===== src/rtl/mux_ctrl_pkg.sv =====
// Shared constants and state encoding for the 8:1 mux round-robin arbiter.
// Holds the requester count, select width, FSM encoding and default hold limit.
package mux_ctrl_pkg;

    localparam int N_REQ        = 8;
    localparam int SEL_W        = 3;
    localparam int HOLD_MAX_DEF = 16;

    typedef enum logic {
        ST_IDLE = 1'b0,
        ST_BUSY = 1'b1
    } state_t;

endpackage


===== src/rtl/rr_pick8.sv =====
// Combinational wrap-around first-set search over 8 requests.
// The search starts at i_ptr and wraps 7 -> 0.
module rr_pick8 (
    input  logic [7:0] i_req,
    input  logic [2:0] i_ptr,
    output logic [2:0] o_w,
    output logic       o_any
);

    logic [2:0] w_idx;

    // Scan from farthest to nearest so the nearest set bit is written last.
    always_comb begin
        o_w   = '0;
        o_any = 1'b0;
        w_idx = '0;
        for (int k = 7; k >= 0; k--) begin
            w_idx = i_ptr + 3'(k);
            if (i_req[w_idx]) begin
                o_w   = w_idx;
                o_any = 1'b1;
            end
        end
    end

endmodule


===== src/rtl/mux8_rr_arbiter.sv =====
// Round-robin arbiter driving the select of an 8:1 mux, one owner at a time.
// Optional forced rotation after HOLD_MAX cycles: define MUX8_RR_TIMEOUT_EN.
//
//   state   | meaning
//   --------+--------------------------------------------------
//   ST_IDLE | no owner; GNT = 0, SEL holds the last owner
//   ST_BUSY | one owner holds GNT until it drops REQ (or timeout)
module mux8_rr_arbiter #(
    parameter int N_REQ = mux_ctrl_pkg::N_REQ
`ifdef MUX8_RR_TIMEOUT_EN
    , parameter int HOLD_MAX = mux_ctrl_pkg::HOLD_MAX_DEF
`endif
) (
    input  logic                           i_clk,
    input  logic                           i_rst_n,
    input  logic [N_REQ-1:0]               i_req,
    output logic [N_REQ-1:0]               o_gnt,
    output logic [mux_ctrl_pkg::SEL_W-1:0] o_sel,
    output logic                           o_valid
`ifdef MUX8_RR_TIMEOUT_EN
    , output logic                         o_tout
`endif
);

    import mux_ctrl_pkg::*;

    state_t             r_state;
    state_t             w_state_nxt;
    logic [N_REQ-1:0]   r_gnt;
    logic [SEL_W-1:0]   r_sel;
    logic [SEL_W-1:0]   r_ptr;
    logic               r_valid;

    logic [N_REQ-1:0]   w_cand;
    logic [SEL_W-1:0]   w_win;
    logic               w_any;
    logic               w_owner_req;
    logic               w_expire;
    logic               w_load;
    logic               w_clear;
    logic               w_rot;

    // Masking the owner lets a forced rotation see only the other requesters.
    assign w_cand      = i_req & ~r_gnt;
    assign w_owner_req = |(i_req & r_gnt);

    rr_pick8 u_pick (
        .i_req (w_cand),
        .i_ptr (r_ptr),
        .o_w   (w_win),
        .o_any (w_any)
    );

`ifdef MUX8_RR_TIMEOUT_EN
    logic [7:0] r_cnt;
    logic       r_tout;

    assign w_expire = (r_cnt == 8'(HOLD_MAX - 1));

    always_ff @(posedge i_clk or negedge i_rst_n) begin
        if (!i_rst_n) begin
            r_cnt  <= '0;
            r_tout <= 1'b0;
        end else begin
            r_tout <= w_rot;
            if (w_load)
                r_cnt <= '0;
            else if (r_state == ST_BUSY && !w_expire)
                r_cnt <= r_cnt + 8'd1;
        end
    end

    assign o_tout = r_tout;
`else
    assign w_expire = 1'b0;
`endif

    always_ff @(posedge i_clk or negedge i_rst_n) begin
        if (!i_rst_n)
            r_state <= ST_IDLE;
        else
            r_state <= w_state_nxt;
    end

    always_comb begin
        w_state_nxt = r_state;
        case (r_state)
            ST_IDLE: if (w_any) w_state_nxt = ST_BUSY;
            ST_BUSY: if (!w_owner_req && !w_any) w_state_nxt = ST_IDLE;
            default: w_state_nxt = ST_IDLE;
        endcase
    end

    always_comb begin
        w_load  = 1'b0;
        w_clear = 1'b0;
        w_rot   = 1'b0;
        case (r_state)
            ST_IDLE: w_load = w_any;
            ST_BUSY: begin
                if (!w_owner_req) begin
                    w_load  = w_any;
                    w_clear = !w_any;
                end else if (w_expire && w_any) begin
                    w_load = 1'b1;
                    w_rot  = 1'b1;
                end
            end
            default: w_clear = 1'b1;
        endcase
    end

    always_ff @(posedge i_clk or negedge i_rst_n) begin
        if (!i_rst_n) begin
            r_gnt   <= '0;
            r_sel   <= '0;
            r_ptr   <= '0;
            r_valid <= 1'b0;
        end else if (w_load) begin
            r_gnt   <= N_REQ'(1) << w_win;
            r_sel   <= w_win;
            r_ptr   <= w_win + 3'd1;
            r_valid <= 1'b1;
        end else if (w_clear) begin
            r_gnt   <= '0;
            r_valid <= 1'b0;
        end
    end

    assign o_gnt   = r_gnt;
    assign o_sel   = r_sel;
    assign o_valid = r_valid;

endmodule


===== config.mk =====
export PLATFORM = sky130hd
export DESIGN_NAME = mux8_rr_arbiter
export DESIGN_NICKNAME = d
export VERILOG_FILES = /design/src/rtl/mux_ctrl_pkg.sv /design/src/rtl/rr_pick8.sv /design/src/rtl/mux8_rr_arbiter.sv
export SDC_FILE = /design/constraint.sdc
export NUM_CORES = 1
export LEC_CHECK = 0
export CAP_MARGIN = 5
export CELL_PAD_IN_SITES_DETAIL_PLACEMENT = 1
export CELL_PAD_IN_SITES_GLOBAL_PLACEMENT = 2
export CORE_AREA = 2 2 87 72
export CTS_CLUSTER_SIZE = 8
export DETAILED_ROUTE_END_ITERATION = 10
export DIE_AREA = 0 0 89 74
export PLACE_DENSITY = 0.71
export SYNTH_ARGS = -nofsm -noshare
export SYNTH_HDL_FRONTEND = slang
export SYNTH_HIERARCHICAL = 1
export SYNTH_SLANG_ARGS = --single-unit

===== constraint.sdc =====
create_clock -name i_clk -period 3.7 [get_ports i_clk]
set_input_delay 0.74 -clock i_clk [delete_from_list [all_inputs] [get_ports i_clk]]
set_output_delay 0.74 -clock i_clk [all_outputs]
set_load 0.01 [all_outputs]

==> impl_metrics.toml, run 1 <==
[critical_path]
end_kind = "flip-flop"
crit_fanout = 5
r2r_slack_ns = 0.30
critPathLaunchType = "input pin"
required_ns = 3.88
critical_path_arrival_ns = 3.77
critPathKind = "input pin to flip-flop"

[clock_network]
postCtsSetupRepairBufs = 0
cts.sinks = 16
clkTransAtPathRegs_ns = 0.06
clock-root-buffer = "clkbuf_8"
cts.htree.levels = 1
cts_tree = "done"
insertion_delay_ns = 0.26
hold_buffers = 0
clk_path_buf_depth = 2
cts_made_buffers = 3

[grt]
grt-ovfl-total = 0
grt_pass1_wl_mm = 9.54
grtUsageTotal = 0.191
grt_pass1_vias = 1790
grt_max_degree = 23
antenna_found_initial = 0

[timing]
setup_viol_count_final = 0
tightest_slew_ns = 0.762
slew_violations = 0
timing.fmax_ghz = 0.279
fin_crit_ns = 3.59
slew_headroom = 0.490
finalCritPeriodShare = 0.970
finClkSkew_ns = 0.00226
hold_viol_final = 0
hold_slack_ns = 0.548

[layout]
num_antenna_cells = 0
seq_area_um2 = 400
drive_gt1_frac = 0.260
fillCellCount = 693
synthToLayoutAreaGrowth_pct = 29.6
fin_cells = 312
nNetsFinal = 250
multiInputGateArea_mm2 = 0.00126

[synthesis]
synth-edff-count = 0
synth_top_cell_area_share = 0.226
ys_ff_latch = 16
yosysSeqAreaShare = 0.226
ys_top_cells_by_area = "dfrtp_1 (23%), mux4_1 (7.4%), mux4_2 (6.4%), ha_1 (5.6%), o211ai_1 (5.1%)"
synth_most_common_cell = "inv_1"
synthCells = 189
synth_top_area_cell = "dfrtp_1"
synth_area_mm2 = 0.00177
synth_warnings = 6
ys_async_sr_fraction = 1.00
synth_commonest_cells = "inv_1 (18), nand2_1 (17), dfrtp_1 (16), o211ai_1 (12)"
synth_ff_type = "dfrtp_1"
synth.distinct_cells = 54
synth_nets = 207
synth_area_per_cell_um2 = 9.37

[routing]
wl_met3_um = 124
dr.pass1.iters = 4
postRouteAntennaNets = 0
drcViolationCount = 0
met1_length_mm = 2.75
vias = 1691
wl_met2_mm = 2.90
top_layer_used = "met4"
via_per_inst = 5.42
finalWirelength_mm = 5.83
wl_per_cell_um = 18.7
drtIter0Drc = 75

[floorplanning]
num_rows = 25
die-area_mm2 = 0.00659
core_area_mm2 = 0.00576
die_h_um = 74
start_util = 0.308
ios = 22
die_width_um = 89

[placement]
hpwlAfterDp_mm = 4.56
routabilityCongestion = 0.885
dp_cells = 308
portBuffers = 21

[outcome]
status = "finished, final reports clean"

[min_path]
holdCritPathClass = "flip-flop to flip-flop"

[flow_run]
drv_cap = 0
-- kinds of logic after synthesis --
logic type | count (synthesis) | share of synthesized area
XOR/XNOR | 3 | 0.0148
adder cells (fa/ha/maj) | 8 | 0.0565
buffers and inverters | 28 | 0.0748
multiplexers | 20 | 0.201
AO/OA/AOI/OAI | 56 | 0.256
flip-flops | 16 | 0.226
AND/OR/NAND/NOR | 58 | 0.171
-- metal layers --
metal	global-route usage	vias to the layer above
li1	-	797
met1	0.260	868
met2	0.334	21
met3	0.0144	5
met4	0.0481	0
met5	0	-
-- worst paths after layout --
check                                           from                   end  cells after the start
worst max-delay path                        i_req[3]  r_ptr[2]$_DFFE_PN0P_                     13
worst min-delay path            o_sel[0]$_DFFE_PN0P_  o_sel[0]$_DFFE_PN0P_                      2
worst max register to register  r_ptr[1]$_DFFE_PN0P_  r_ptr[2]$_DFFE_PN0P_                     13
worst min register to register  o_sel[0]$_DFFE_PN0P_  o_sel[0]$_DFFE_PN0P_                      2
max in group asynchronous                    i_rst_n  o_sel[0]$_DFFE_PN0P_                      1
min in group asynchronous                    i_rst_n  o_gnt[1]$_DFFE_PN0P_                      1
-- placed cells by master (no fill, tap or decap), types with 3 or more instances in the layout --
master,instances
a22oi_2,3
dfrtp_1,16
o22ai_1,10
a31oi_1,3
nor2b_1,8
clkdlybuf4s50_1,21
o211ai_1,12
mux4_1,4
mux2i_1,3
nand2b_1,8
nand2_1,17
buf_4,27
inv_1,18
mux4_2,6
clkbuf_8,4
nor2_1,5
ha_1,8
mux2_2,4
a21oi_1,7
nand3_1,6
-- repair_timing --
| item | CTS | global route |
|---|---|---|
| hold endpoints to repair | 0 | 0 |
| gates resized for setup | 0 | 9 |
| setup endpoints to repair | 0 | 6 |
-- cell type report --
| cell class | count | area share |
|---|---|---|
| tap | 81 | 0.0441 |
| clock buffer | 4 | 0.0240 |
| multi-input combinational | 145 | 0.548 |
| sequential | 16 | 0.174 |
| timing repair buffer | 48 | 0.180 |
| inverter | 18 | 0.0294 |
-- worst max-delay path: stages --
cell             delay (ns)
clkdlybuf4s50_1        0.47
nor2b_2                0.21
mux4_2                 0.49
buf_4                  0.17
mux2_2                 0.31
a21oi_1                0.20
o21ai_2                0.10
nor3_2                 0.19
nor2_1                 0.10
ha_1                   0.21
ha_1                   0.27
nand2b_1               0.16
o211ai_2               0.14
-- state kept, by name, summed over array words and instances, names as in the netlist --
| name | cells |
|---|---|
| o_sel | 3 |
| o_valid | 1 |
| r_state | 1 |
| o_gnt | 8 |
| r_ptr | 3 |
-- through the flow --
| stage | setup slack (ns) | instance area [um^2] | util | setup TNS, ns |
|---|---|---|---|---|
| after floorplan | 0.177 | 1770 | - | 0 |
| after global placement | -0.104 | 2220 | 0.386 | -0.193 |
| after detailed placement | -0.249 | 2220 | 0.386 | -0.887 |
| after CTS | 0.0213 | 2280 | 0.395 | 0 |
| after global routing | -0.0212 | 2300 | 0.399 | -0.0212 |
| final | 0.111 | 2300 | 0.399 | 0 |
Power of run 1 is left out: the tool's default activity adds up to more than one toggle a clock period on the data nets, which glitch-free logic cannot reach.
==> run 2, diff against run 1 <==
- HOLD_SLACK_MARGIN: default -> 0.12
==> results of run 2 <==
No change in the layout: final DEF, timing and power equal those of run 1.
Power of run 2 is left out for the same reason.
